$ cat config.mk
export PLATFORM = sky130hd
export DESIGN_NAME = melody_sequencer
export DESIGN_NICKNAME = d
export VERILOG_FILES = /design/src/rtl/melody_pkg.sv /design/src/rtl/melody_sequencer_beat_timer.sv /design/src/rtl/melody_sequencer.sv
export SDC_FILE = /design/constraint.sdc
export NUM_CORES = 1
export LEC_CHECK = 0
export CORE_AREA = 2 2 80 74
export CTS_CLUSTER_DIAMETER = 120
export DETAILED_ROUTE_END_ITERATION = 10
export DIE_AREA = 0 0 82 76
export PLACE_DENSITY = 0.69
export SETUP_SLACK_MARGIN = 0.1
export SYNTH_ARGS = -nofsm -noshare
export SYNTH_HDL_FRONTEND = slang
export SYNTH_SLANG_ARGS = --single-unit
$ cat constraint.sdc
create_clock -name CLOCK_50 -period 5.23 [get_ports CLOCK_50]
set_clock_uncertainty 0.05 [all_clocks]
set_input_delay 1.046 -clock CLOCK_50 [delete_from_list [all_inputs] [get_ports CLOCK_50]]
set_output_delay 1.046 -clock CLOCK_50 [all_outputs]
set_load 0.01 [all_outputs]
$ cat src/rtl/melody_pkg.sv
// Shared types, note codes and the song ROM for the melody sequencer.
package melody_pkg;

    localparam int unsigned NOTE_W  = 3;
    localparam int unsigned BEATS_W = 4;
    localparam int unsigned IDX_W   = 4;
    localparam int unsigned TICK_W  = 32;
    localparam int unsigned PROD_W  = TICK_W + BEATS_W;

    localparam logic [NOTE_W-1:0] NOTE_DO  = 3'd0;
    localparam logic [NOTE_W-1:0] NOTE_RE  = 3'd1;
    localparam logic [NOTE_W-1:0] NOTE_MI  = 3'd2;
    localparam logic [NOTE_W-1:0] NOTE_FA  = 3'd3;
    localparam logic [NOTE_W-1:0] NOTE_SO  = 3'd4;
    localparam logic [NOTE_W-1:0] NOTE_LA  = 3'd5;
    localparam logic [NOTE_W-1:0] NOTE_TI  = 3'd6;
    localparam logic [NOTE_W-1:0] NOTE_DOH = 3'd7;

    typedef enum logic [1:0] {
        IDLE,
        PLAY,
        GAP,
        DONE
    } state_e;

    typedef struct packed {
        logic                rest;
        logic [NOTE_W-1:0]   note;
        logic [BEATS_W-1:0]  beats;
    } song_entry_t;

    function automatic song_entry_t mk_entry(input logic rest, input logic [NOTE_W-1:0] note,
                                             input logic [BEATS_W-1:0] beats);
        song_entry_t e;
        e.rest  = rest;
        e.note  = note;
        e.beats = beats;
        return e;
    endfunction

    // Entries 8..15 hold an ascending scale; they only play if SONG_LEN is raised.
    function automatic song_entry_t song_rom(input logic [IDX_W-1:0] idx);
        case (idx)
            4'd0:    return mk_entry(1'b0, NOTE_DO,  4'd1);
            4'd1:    return mk_entry(1'b0, NOTE_DO,  4'd1);
            4'd2:    return mk_entry(1'b0, NOTE_SO,  4'd1);
            4'd3:    return mk_entry(1'b0, NOTE_SO,  4'd1);
            4'd4:    return mk_entry(1'b0, NOTE_LA,  4'd1);
            4'd5:    return mk_entry(1'b0, NOTE_LA,  4'd1);
            4'd6:    return mk_entry(1'b0, NOTE_SO,  4'd2);
            4'd7:    return mk_entry(1'b1, NOTE_DO,  4'd1);
            4'd8:    return mk_entry(1'b0, NOTE_DO,  4'd1);
            4'd9:    return mk_entry(1'b0, NOTE_RE,  4'd1);
            4'd10:   return mk_entry(1'b0, NOTE_MI,  4'd1);
            4'd11:   return mk_entry(1'b0, NOTE_FA,  4'd1);
            4'd12:   return mk_entry(1'b0, NOTE_SO,  4'd1);
            4'd13:   return mk_entry(1'b0, NOTE_LA,  4'd1);
            4'd14:   return mk_entry(1'b0, NOTE_TI,  4'd1);
            default: return mk_entry(1'b0, NOTE_DOH, 4'd1);
        endcase
    endfunction

    // Timer reload for a PLAY entry: beats*beat_ticks-1, product kept at 36 bits, saturated.
    function automatic logic [TICK_W-1:0] play_len(input song_entry_t e,
                                                   input logic [TICK_W-1:0] beat_ticks);
        logic [BEATS_W-1:0] b;
        logic [PROD_W-1:0]  p;
        b = (e.beats == '0) ? BEATS_W'(1) : e.beats;
        p = PROD_W'(b) * PROD_W'(beat_ticks) - PROD_W'(1);
        if (p[PROD_W-1:TICK_W] != '0) begin
            return '1;
        end
        return p[TICK_W-1:0];
    endfunction

endpackage

$ cat src/rtl/melody_sequencer_beat_timer.sv
// Loadable down-counter with a zero flag; times both note and gap durations.
module beat_timer
    import melody_pkg::*;
(
    input  logic              clk,
    input  logic              rst,
    input  logic              load_i,
    input  logic [TICK_W-1:0] load_val_i,
    output logic              zero_o
);

    logic [TICK_W-1:0] cnt_q;
    logic [TICK_W-1:0] cnt_d;

    always_comb begin
        cnt_d = cnt_q;
        if (load_i) begin
            cnt_d = load_val_i;
        end else if (cnt_q != '0) begin
            cnt_d = cnt_q - TICK_W'(1);
        end
    end

    always_ff @(posedge clk or posedge rst) begin
        if (rst) begin
            cnt_q <= '0;
        end else begin
            cnt_q <= cnt_d;
        end
    end

    assign zero_o = (cnt_q == '0);

endmodule

$ cat src/rtl/melody_sequencer.sv
// Song ROM player: drives note select and tone enable for the tone selector / audio divider.
module melody_sequencer
    import melody_pkg::*;
#(
    parameter logic [31:0] BEAT_TICKS = 32'd12_500_000,
    parameter logic [31:0] GAP_TICKS  = 32'd1_250_000,
    parameter int unsigned SONG_LEN   = 8
) (
    input  logic       CLOCK_50,
    input  logic       reset,
    input  logic       start,
    input  logic       stop,
    input  logic       loop_en,
    output logic [2:0] note_sel,
    output logic       tone_en,
    output logic       busy,
    output logic [3:0] note_idx,
    output logic       done
);

    localparam logic [IDX_W-1:0] LAST_IDX = IDX_W'(SONG_LEN - 1);

    state_e            state_q, state_d;
    logic [NOTE_W-1:0] note_sel_q, note_sel_d;
    logic              tone_en_q, tone_en_d;
    logic              busy_q, busy_d;
    logic [IDX_W-1:0]  idx_q, idx_d;
    logic              done_q, done_d;

    logic              timer_zero_c;
    logic              load_c;
    logic [TICK_W-1:0] load_val_c;
    logic              advance_c;
    logic [IDX_W-1:0]  next_idx_c;
    song_entry_t       first_entry_c;
    song_entry_t       adv_entry_c;

    beat_timer u_timer (
        .clk        (CLOCK_50),
        .rst        (reset),
        .load_i     (load_c),
        .load_val_i (load_val_c),
        .zero_o     (timer_zero_c)
    );

    // Next state and next registered outputs; stop overrides everything at the end.
    always_comb begin
        state_d       = state_q;
        note_sel_d    = note_sel_q;
        tone_en_d     = tone_en_q;
        busy_d        = busy_q;
        idx_d         = idx_q;
        done_d        = 1'b0;
        load_c        = 1'b0;
        load_val_c    = '0;
        advance_c     = 1'b0;
        next_idx_c    = (idx_q == LAST_IDX) ? '0 : idx_q + IDX_W'(1);
        first_entry_c = song_rom('0);
        adv_entry_c   = song_rom(next_idx_c);

        unique case (state_q)
            IDLE: begin
                tone_en_d = 1'b0;
                busy_d    = 1'b0;
                idx_d     = '0;
                if (start && !stop) begin
                    state_d    = PLAY;
                    note_sel_d = first_entry_c.note;
                    tone_en_d  = ~first_entry_c.rest;
                    busy_d     = 1'b1;
                    load_c     = 1'b1;
                    load_val_c = play_len(first_entry_c, BEAT_TICKS);
                end
            end
            PLAY: begin
                if (timer_zero_c) begin
                    if (GAP_TICKS != 32'd0) begin
                        state_d    = GAP;
                        tone_en_d  = 1'b0;
                        load_c     = 1'b1;
                        load_val_c = GAP_TICKS - 32'd1;
                    end else begin
                        advance_c = 1'b1;
                    end
                end
            end
            GAP: begin
                if (timer_zero_c) begin
                    advance_c = 1'b1;
                end
            end
            DONE: begin
                state_d = IDLE;
                idx_d   = '0;
                load_c  = 1'b1;
            end
            default: begin
                state_d = IDLE;
            end
        endcase

        // Step to the next entry, wrap when looping, otherwise finish.
        if (advance_c) begin
            if ((idx_q != LAST_IDX) || loop_en) begin
                state_d    = PLAY;
                idx_d      = next_idx_c;
                note_sel_d = adv_entry_c.note;
                tone_en_d  = ~adv_entry_c.rest;
                load_c     = 1'b1;
                load_val_c = play_len(adv_entry_c, BEAT_TICKS);
            end else begin
                state_d   = DONE;
                done_d    = 1'b1;
                busy_d    = 1'b0;
                tone_en_d = 1'b0;
                load_c    = 1'b1;
            end
        end

        if (stop) begin
            state_d    = IDLE;
            tone_en_d  = 1'b0;
            busy_d     = 1'b0;
            done_d     = 1'b0;
            idx_d      = '0;
            load_c     = 1'b1;
            load_val_c = '0;
        end
    end

    always_ff @(posedge CLOCK_50 or posedge reset) begin
        if (reset) begin
            state_q    <= IDLE;
            note_sel_q <= '0;
            tone_en_q  <= 1'b0;
            busy_q     <= 1'b0;
            idx_q      <= '0;
            done_q     <= 1'b0;
        end else begin
            state_q    <= state_d;
            note_sel_q <= note_sel_d;
            tone_en_q  <= tone_en_d;
            busy_q     <= busy_d;
            idx_q      <= idx_d;
            done_q     <= done_d;
        end
    end

    assign note_sel = note_sel_q;
    assign tone_en  = tone_en_q;
    assign busy     = busy_q;
    assign note_idx = idx_q;
    assign done     = done_q;

endmodule

==> flow_summary.yaml, run 1 <==
routing:
  viasPerCell: 5.75
  ant_nets: 0
  wire_per_inst_um: 15.4
  drt_iter0_drc: 146
  first_pass_iters: 4
  drc_errors: 0
  via_count: 2287
  drt-total-wl_um: 6140
cells_and_area:
  stdcell_count: 398
  drive_above_1_share_pct: 7.32
  nNetsFinal: 341
  fillers: 526
  area_delta_synth_final_pct: 10.6
  multiInputGateArea_sq_mm: 0.00153
  seq_area_sq_mm: 0.00110
  antenna_cells: 0
pwr:
  p_total_uw: 1690
  peakVddDrop_mv: 0.369
  p_leak_uw: 0.00134
  p_per_area_mw_per_mm2: 559
floorplanning:
  initial_core_util_pct: 49.9
  io_pins: 15
  die_x_um: 82
  dieArea_sq_mm: 0.00623
  coreArea_sq_mm: 0.00547
  die_height_um: 76
  rows: 26
clocking:
  postCtsSetupRepairBufs: 0
  cts_root_buffer: "clkbuf_8"
  cts_resized: 0
  htree_levels: 2
  clock_path_buffers: 2
  insertion_delay_ns: 0.30
  holdBufCountCts: 0
  cts_buffers: 5
  clk_pin_slew_worst_paths_ns: 0.09
  clkSinkCount: 44
  cts_tree: "built"
synthesis:
  synth.area.top_cells: "dfrtp_1, nor2_1, xor2_1"
  synth_nets: 330
  synthDistinctLibCells: 47
  synth_edf_count: 0
  synthTopCellsByCount: "nor2_1, dfrtp_1, a21oi_1"
  syn_avg_cell_area_sq_um: 8.62
  synth_seq_cells: 44
  yosysMostFrequentCell: "nor2_1"
  yosysSeqAreaShare_pct: 40.4
  synthCells: 316
  yosysWarnings: 0
  synth_top_area_share_pct: 40.4
  synth_ff_type: "dfrtp_1"
  async_flop_share_pct: 100
  synth_top_cell_by_area: "dfrtp_1"
  synthesis.area_sq_mm: 0.00273
sta:
  fin_crit_sh_pct: 61.6
  holdWs_ns: 0.473
  hold_viol_final: 0
  finalCriticalPeriod_ns: 3.22
  max_freq_mhz: 311
  setup_viol: 0
  relSlewSlack_pct: 25.1
  slew_violations: 0
  rsz0062_at_grt: "no"
  tns_ns: 0
  tightestPinTransition_ns: 1.11
place:
  io_buffers: 14
  hpwl_um: 4410
  gp_congestion: 0.863
  dp_cells: 390
critical_path:
  start_kind: "flip-flop"
  end_kind: "flip-flop"
  cp_data_arrival_time_ns: 3.38
  crit_type: "flip-flop to flip-flop"
  required_ns: 5.39
  timing.critical_path.fanout_max: 8
global_route:
  global_route.usage.met2_pct: 29.9
  grt_usage_pct: 21.9
  grt_overflow_total: 0
  grt_antenna_before_repair: 0
  grt_start_max_net_pins: 45
  grt_util_met1_pct: 35.3
  grt_pass1_vias: 2149
  grt-busiest-layer: "met1"
  grt_pass1_wl_um: 10700
  grt.met3_usage_pct: 4.15
status:
  status: "complete, no violations"
hold_path:
  min_path_type: "flip-flop to flip-flop"
flow_run:
  cap_violations: 0
final timing paths:
path / startpoint / cells past startpoint / slack (ns) / endpoint
worst max-delay path: u_timer.cnt_q[23] / 7 / 2.01 / note_sel[0]
worst min-delay path: note_sel[2] / 2 / 0.47 / note_sel[2]
min in group asynchronous: reset / 2 / 1.20 / note_sel[0]
max in group asynchronous: reset / 2 / 3.37 / u_timer.cnt_q[12]
worst max register to register: u_timer.cnt_q[23] / 7 / 2.01 / note_sel[0]
worst min register to register: note_sel[2] / 2 / 0.47 / note_sel[2]
layout make-up:
type | count | area share [%]
clock buffer | 6 | 2.74
clock inverter | 2 | 0.498
inverter | 10 | 1.25
multi-input combinational | 249 | 50.7
sequential | 44 | 36.5
tap | 70 | 2.91
timing repair buffer | 17 | 5.40
metrics by stage:
| stage | utilization [%] | setup slack (ns) | area, sq um |
|---|---|---|---|
| finish | 55.1 | 2.01 | 3010 |
| global route | 55.1 | 1.77 | 3010 |
| CTS | 55.1 | 2.06 | 3010 |
| detailed placement | 53.3 | 1.91 | 2920 |
| global placement | 53.3 | 1.98 | 2920 |
| floorplan | - | 2.47 | 2730 |
layout by cell type (no fill, tap or decap), types with 6 or more instances in the layout:
| cell | instances |
|---|---|
| xor2_1 | 20 |
| ha_1 | 9 |
| nor2_1 | 48 |
| nand4_1 | 10 |
| clkdlybuf4s50_1 | 14 |
| a21oi_1 | 24 |
| clkbuf_8 | 6 |
| xnor2_1 | 9 |
| nand2_1 | 20 |
| inv_1 | 9 |
| dfrtp_1 | 44 |
| o21ai_0 | 13 |
| nor3_1 | 15 |
| nor4_1 | 6 |
| or3_1 | 6 |
| nand3_1 | 19 |
power by group:
part           total (uW)  internal (uW)  switching, uW
clock network         229            107            122
logic                 928            366            562
registers             528            435           93.7
total                1690            908            778
cells by family after synthesis:
group	Yosys count	synth area share (%)
multiplexers	5	1.93
AO/OA/AOI/OAI	54	11.8
adder cells (fa/ha/maj)	9	4.13
AND/OR/NAND/NOR	152	28.8
buffers and inverters	23	3.58
flip-flops	44	40.4
XOR/XNOR	29	9.32
critical path: stages (launching register included):
cell     delay (ns)
dfrtp_1        0.45
nor4_1         0.97
nand3_1        0.28
nor3_1         0.44
buf_4          0.25
nand3_1        0.25
mux2_2         0.36
o21ai_0        0.08
flip-flops by register name, summed over array words and instances (netlist names):
signal / count
tone_en: 1
state_q: 2
note_sel: 3
busy: 1
note_idx: 4
u_timer.cnt_q: 32
done: 1
layer usage:
layer  part of all wire (%)  vias to the layer above
met5                      0                        -
li1                       -                     1134
met2                     43                       49
met1                     50                     1098
met4                    1.4                        0
met3                    4.8                        6
Power figures use the tool's default switching activity.
==> inputs of run 2 (changes only) <==
==> constraint.sdc (replaced) <==
create_clock -name CLOCK_50 -period 3.2 [get_ports CLOCK_50]
set_clock_uncertainty 0.05 [all_clocks]
set_input_delay 0.64 -clock CLOCK_50 [delete_from_list [all_inputs] [get_ports CLOCK_50]]
set_output_delay 0.64 -clock CLOCK_50 [all_outputs]
set_load 0.01 [all_outputs]
==> flow_summary.yaml, run 2 (same netlist as run 1, synthesis figures left out) <==
floorplanning:
  initial_core_util_pct: 49.9
  dieArea_sq_mm: 0.00623
  io_pins: 15
  coreArea_sq_mm: 0.00547
  rows: 26
  die_height_um: 76
  die_x_um: 82
sta:
  fin_crit_sh_pct: 88.5
  tightestPinTransition_ns: 0.927
  relSlewSlack_pct: 38.1
  rsz0062_at_grt: "no"
  holdWs_ns: 0.464
  slew_violations: 0
  hold_viol_final: 0
  setup_viol: 0
  max_freq_mhz: 353
  finalCriticalPeriod_ns: 2.83
  tns_ns: 0
critical_path:
  timing.rr.end: "u_timer.cnt_q[19]"
  crit_chain: "or4_4 > or4_4 > or3_1 > a221oi_2 > buf_4 > a21oi_1 > nor2_1"
  required_ns: 3.38
  timing.critical_path.fanout_max: 9
  max_stage_delay_ns: 0.57
  reg2reg_depth: 7
  crit_type: "flip-flop to flip-flop"
  end_kind: "flip-flop"
  r2r_slack_ns: 0.37
  crit_buf_inv: 1
  cp_data_arrival_time_ns: 3.02
  cpMaxStageDelayCell: "or4_4"
  cpLargestDelayFamily: "simple AND/OR/NAND/NOR gates"
  timing.rr.start: "u_timer.cnt_q[12]"
  start_kind: "flip-flop"
  worst-path-stages: 7
  path_common_cell: "or4_4"
global_route:
  grt_pass1_wl_um: 10500
  grt_usage_pct: 21.9
  grt_antenna_before_repair: 0
  grt_start_max_net_pins: 45
  grt_overflow_total: 0
  grt_pass1_vias: 2179
hold_path:
  hold_depth: 2
  min_delay_worst_endpoint: "note_sel[1]"
  hold_start: "note_sel[1]"
  min_path_type: "flip-flop to flip-flop"
place:
  gp_congestion: 0.896
  io_buffers: 14
  hpwl_um: 4520
routing:
  drt-total-wl_um: 6280
  drt_iter0_drc: 156
  viasPerCell: 5.71
  first_pass_iters: 4
  drc_errors: 0
  ant_nets: 0
  wire_per_inst_um: 15.3
  via_count: 2342
pwr:
  p_leak_uw: 0.00141
  peakVddDrop_mv: 0.525
  p_per_area_mw_per_mm2: 932
clocking:
  cts_tree: "built"
  holdBufCountCts: 0
  cts_resized: 0
  cts_buffers: 5
  clock_path_buffers: 2
  insertion_delay_ns: 0.30
  clkSinkCount: 44
  postCtsSetupRepairBufs: 0
  clk_pin_slew_worst_paths_ns: 0.08
  htree_levels: 2
  cts_root_buffer: "clkbuf_8"
cells_and_area:
  area_delta_synth_final_pct: 14.4
  final_cell_mix: "nor2_1, dfrtp_1, a21oi_1"
  antenna_cells: 0
  largest_reg_flops: 32
  mostFrequentLayoutCell: "nor2_1"
  drive_above_1_share_pct: 10.6
  nNetsFinal: 353
  largest_register: "u_timer.cnt_q"
  utilization_pct: 57.0
flow_run:
  cap_violations: 0
status:
  status: "complete, no violations"
## run 2: power breakdown
| group | total [uW] | switching (uW) | leakage [uW] | internal [uW] |
|---|---|---|---|---|
| logic | 1620 | 936 | 0.000756 | 679 |
| clock network | 424 | 193 | 0.0000541 | 231 |
| registers | 865 | 155 | 0.000597 | 711 |
## run 2: final cells by class
class                   instances  area (sq um)
clock inverters                 3          42.5
well taps                      70          87.6
fillers                       502          2350
flip-flops and latches         44          1100
inverters                      10          37.5
repair buffers                 29           253
multi-input cells             249          1530
clock buffers                   5          68.8
## run 2: worst max-delay path by stage
stage                                  from                 to  slack (ns)
after floorplan           u_timer.cnt_q[12]         state_q[1]        0.44
after global placement    u_timer.cnt_q[12]         state_q[1]        0.45
after detailed placement  u_timer.cnt_q[12]  u_timer.cnt_q[21]        0.40
after CTS                 u_timer.cnt_q[12]  u_timer.cnt_q[21]        0.37
after global routing      u_timer.cnt_q[12]        note_sel[0]        0.26
final                     u_timer.cnt_q[12]  u_timer.cnt_q[19]        0.37
## run 2: through the flow
stage | power (uW) | area [sq um] | cells | worst slack, ns
final | 2900 | 3120 | 410 | 0.367
after global routing | 3150 | 3120 | 410 | 0.256
after CTS | 2910 | 3120 | 410 | 0.371
after detailed placement | 2470 | 3010 | 402 | 0.398
after global placement | 2450 | 3010 | 402 | 0.451
after floorplan | 2080 | 2730 | 316 | 0.439
## run 2: metal layers
metal / track usage [%] / wire, um / vias to the layer above
met3: 4.03 / 228 / 11
li1: - / - / 1164
met1: 32.4 / 3130 / 1115
met4: 8.83 / 138 / 0
met5: 0 / 0 / -
met2: 31.5 / 2790 / 52
## run 2: tightest hold or removal path, cell delays in order (launching register included)
cell     delay, ns
dfrtp_1       0.35
nand3_1       0.07
o31ai_1       0.06
==> inputs of run 3 (changes only) <==
--- a/config.mk
+++ b/config.mk
@@ -9,8 +9,10 @@
 export CTS_CLUSTER_DIAMETER = 120
 export DETAILED_ROUTE_END_ITERATION = 10
 export DIE_AREA = 0 0 82 76
-export PLACE_DENSITY = 0.69
+export PLACE_DENSITY = 0.7
+export RECOVER_POWER = 25
 export SETUP_SLACK_MARGIN = 0.1
 export SYNTH_ARGS = -nofsm -noshare
 export SYNTH_HDL_FRONTEND = slang
+export SYNTH_HIERARCHICAL = 1
 export SYNTH_SLANG_ARGS = --single-unit
==> flow_summary.yaml, run 3 <==
status:
  status: "finished, violations left"
  violations: "capacitance limit, slew limit"
floorplanning:
  dieArea_sq_mm: 0.00623
  die_height_um: 76
  coreArea_sq_mm: 0.00547
  die_x_um: 82
  rows: 26
  initial_core_util_pct: 50.2
  io_pins: 15
clocking:
  cts_root_buffer: "clkbuf_8"
  cts_buffers: 5
  clock_path_buffers: 2
  htree_levels: 2
  insertion_delay_ns: 0.30
  cts_tree: "built"
  clkSinkCount: 44
  clk_pin_slew_worst_paths_ns: 0.08
  holdBufCountCts: 0
pwr:
  p_per_area_mw_per_mm2: 754
  power.internal_uw: 1400
  peakVddDrop_mv: 0.429
  p_leak_uw: 0.00128
  power_switching_uw: 977
  power.sequential.fraction_pct: 37.7
  p_clk_share_pct: 18.3
  comb_power_share_pct: 44.0
  switching_share_pct: 41.1
synthesis:
  async_flop_share_pct: 100
  synthesis.area_sq_mm: 0.00275
  synth_top_cell_by_area: "dfrtp_1"
  synth_ff_type: "dfrtp_1"
  yosysWarnings: 6
  synthDistinctLibCells: 48
  yosysSeqAreaShare_pct: 40.1
  synth.area.top_cells: "dfrtp_1, xnor2_1, nand2_1"
  synth_seq_cells: 44
  synthCells: 307
  synth_edf_count: 0
  synthTopCellsByCount: "dfrtp_1, nand2_1, nor2_1"
  syn_avg_cell_area_sq_um: 8.94
  synth_top_area_share_pct: 40.1
cells_and_area:
  fillers: 504
  stdcell_count: 403
  largest_reg_flops: 32
  final_cell_mix: "nand2_1, dfrtp_1, nor2_1"
  antenna_cells: 0
  largest_register: "u_timer/cnt_q"
  area_delta_synth_final_pct: 14.8
  finalInstanceArea_sq_mm: 0.00315
  drive_above_1_share_pct: 9.31
  nNetsFinal: 346
critical_path:
  cpLargestDelayFamily: "simple AND/OR/NAND/NOR gates"
  cpMaxStageDelayCell: "dfrtp_1"
  timing.rr.start: "u_timer/cnt_q[0]"
  startpoint: "u_timer/cnt_q[0]"
  crit_buf_inv: 3
  max_stage_delay_ns: 0.38
  r2r_slack_ns: 0.32
  timing.rr.end: "u_timer/cnt_q[1]"
  worst-path-stages: 12
  start_kind: "flip-flop"
  cp_data_arrival_time_ns: 3.02
  crit_type: "flip-flop to flip-flop"
  required_ns: 3.34
  timing.critical_path.fanout_max: 22
  crit_end: "u_timer/cnt_q[1]"
  reg2reg_depth: 12
  crit_chain: "inv_1 > ha_1 > nor2b_1 > nand4_4 > nor4_4 > buf_4 > nand2_1 > nand2_1 > nor2_1 > o21ai_4 > buf_4 > mux2_2"
  end_kind: "flip-flop"
sta:
  setup_viol: 0
  relSlewSlack_pct: -13.8
  tns_ns: 0
  fin_crit_sh_pct: 90.1
  finalCriticalPeriod_ns: 2.88
  hold_viol_final: 0
  slew_violations: 33
  tightestPinTransition_ns: 1.71
  rsz0062_at_grt: "no"
  max_freq_mhz: 347
routing:
  via_count: 2237
  viasPerCell: 5.55
  ant_nets: 0
  drt_iter0_drc: 160
  wire_per_inst_um: 14.9
  drt-total-wl_um: 6020
  drc_errors: 0
  first_pass_iters: 5
place:
  dp_cells: 395
  hpwl_um: 4270
  gp_congestion: 0.825
  place_area_sq_mm: 0.00303
  io_buffers: 14
global_route:
  grt_pass1_wl_um: 10400
  grt_usage_pct: 21.2
  grt_overflow_total: 0
  grt_antenna_before_repair: 0
  grt_pass1_vias: 2203
  grt_start_max_net_pins: 33
flow_run:
  cap_violations: 1
hold_path:
  min_path_type: "flip-flop to flip-flop"
run 3: cell types whose count changed in the layout (fill, tap and decap cells not counted), moves of 7 or more:
cell / before / now
nand2_1: 20 / 44
nor2_1: 48 / 28
a21oi_1: 24 / 8
nand3_1: 19 / 3
xnor2_1: 9 / 25
xor2_1: 20 / 4
o31ai_1: 2 / 15
conb_1: 0 / 8
nand4_1: 10 / 2
o21ai_0: 13 / 21
and2_1: 0 / 7
buf_4: 15 / 8
run 3: area by class of cell:
type,instances,area (sq um),area share (%)
clock buffers,5,68.8,2.18
clock inverters,3,42.5,1.35
inverters,10,37.5,1.19
multi-input cells,248,1610,51.1
flip-flops and latches,44,1100,34.9
well taps,70,87.6,2.78
repair buffers,23,204,6.47
run 3: cells by family after synthesis:
| logic type | count (synthesis) | share of synthesized area [%] |
|---|---|---|
| and+or+nand+nor | 130 | 25.8 |
| AOI/OAI and AO/OA | 66 | 15.1 |
| DFF | 44 | 40.1 |
| xor gates and xnor gates | 29 | 9.25 |
| buffers and inverters | 22 | 3.19 |
| adders and majority gates | 9 | 4.10 |
| muxes | 6 | 2.28 |
| other | 1 | 0.137 |
run 3: worst min-delay path by stage:
stage,end,cells past startpoint,from
finish,note_sel[1],2,note_sel[1]
global route,note_sel[0],2,note_sel[0]
floorplan,busy,1,reset
detailed placement,note_sel[1],2,note_sel[1]
CTS,note_sel[1],2,note_sel[1]
global placement,note_sel[1],2,note_sel[1]
run 3: per-layer routing:
metal | GRT usage, % | wire (um) | part of all wire (%) | vias up
met5 | 0 | 0 | 0 | -
li1 | - | - | - | 1126
met2 | 31.2 | 2730 | 45 | 45
met1 | 31.5 | 3030 | 50 | 1057
met4 | 5.83 | 63 | 1.0 | 0
met3 | 4.50 | 200 | 3.3 | 9
run 3: stage by stage:
stage | total power (uW) | worst slack (ns) | utilization, % | hold WS, ns
floorplan | 1670 | 0.104 | - | 0.455
global placement | 1900 | 0.312 | 55.5 | 0.479
detailed placement | 1930 | 0.293 | 55.5 | 0.485
CTS | 2370 | 0.258 | 57.6 | 0.508
global route | 2550 | 0.105 | 57.6 | 0.541
finish | 2370 | 0.318 | 57.6 | 0.505
run 3: timing repair:
item	in CTS	in global routing
setup buffers	0	0
endpoints found under the setup margin	0	3
resized for setup	0	1
run 3: worst register-to-register path, stage by stage (launching register included):
cell	delay, ns
dfrtp_1	0.38
inv_1	0.09
ha_1	0.21
nor2b_1	0.29
nand4_4	0.24
nor4_4	0.21
buf_4	0.31
nand2_1	0.14
nand2_1	0.09
nor2_1	0.07
o21ai_4	0.16
buf_4	0.20
mux2_2	0.34
run 3: power by group through the flow:
stage | clock network, uW | registers, uW | logic, uW
6_report | 434 | 895 | 1050
2_1_floorplan | 0 | 863 | 804
3_5_place_dp | 0 | 895 | 1030
3_3_place_gp | 0 | 891 | 1010
4_1_cts | 443 | 890 | 1040
5_1_grt | 466 | 919 | 1170
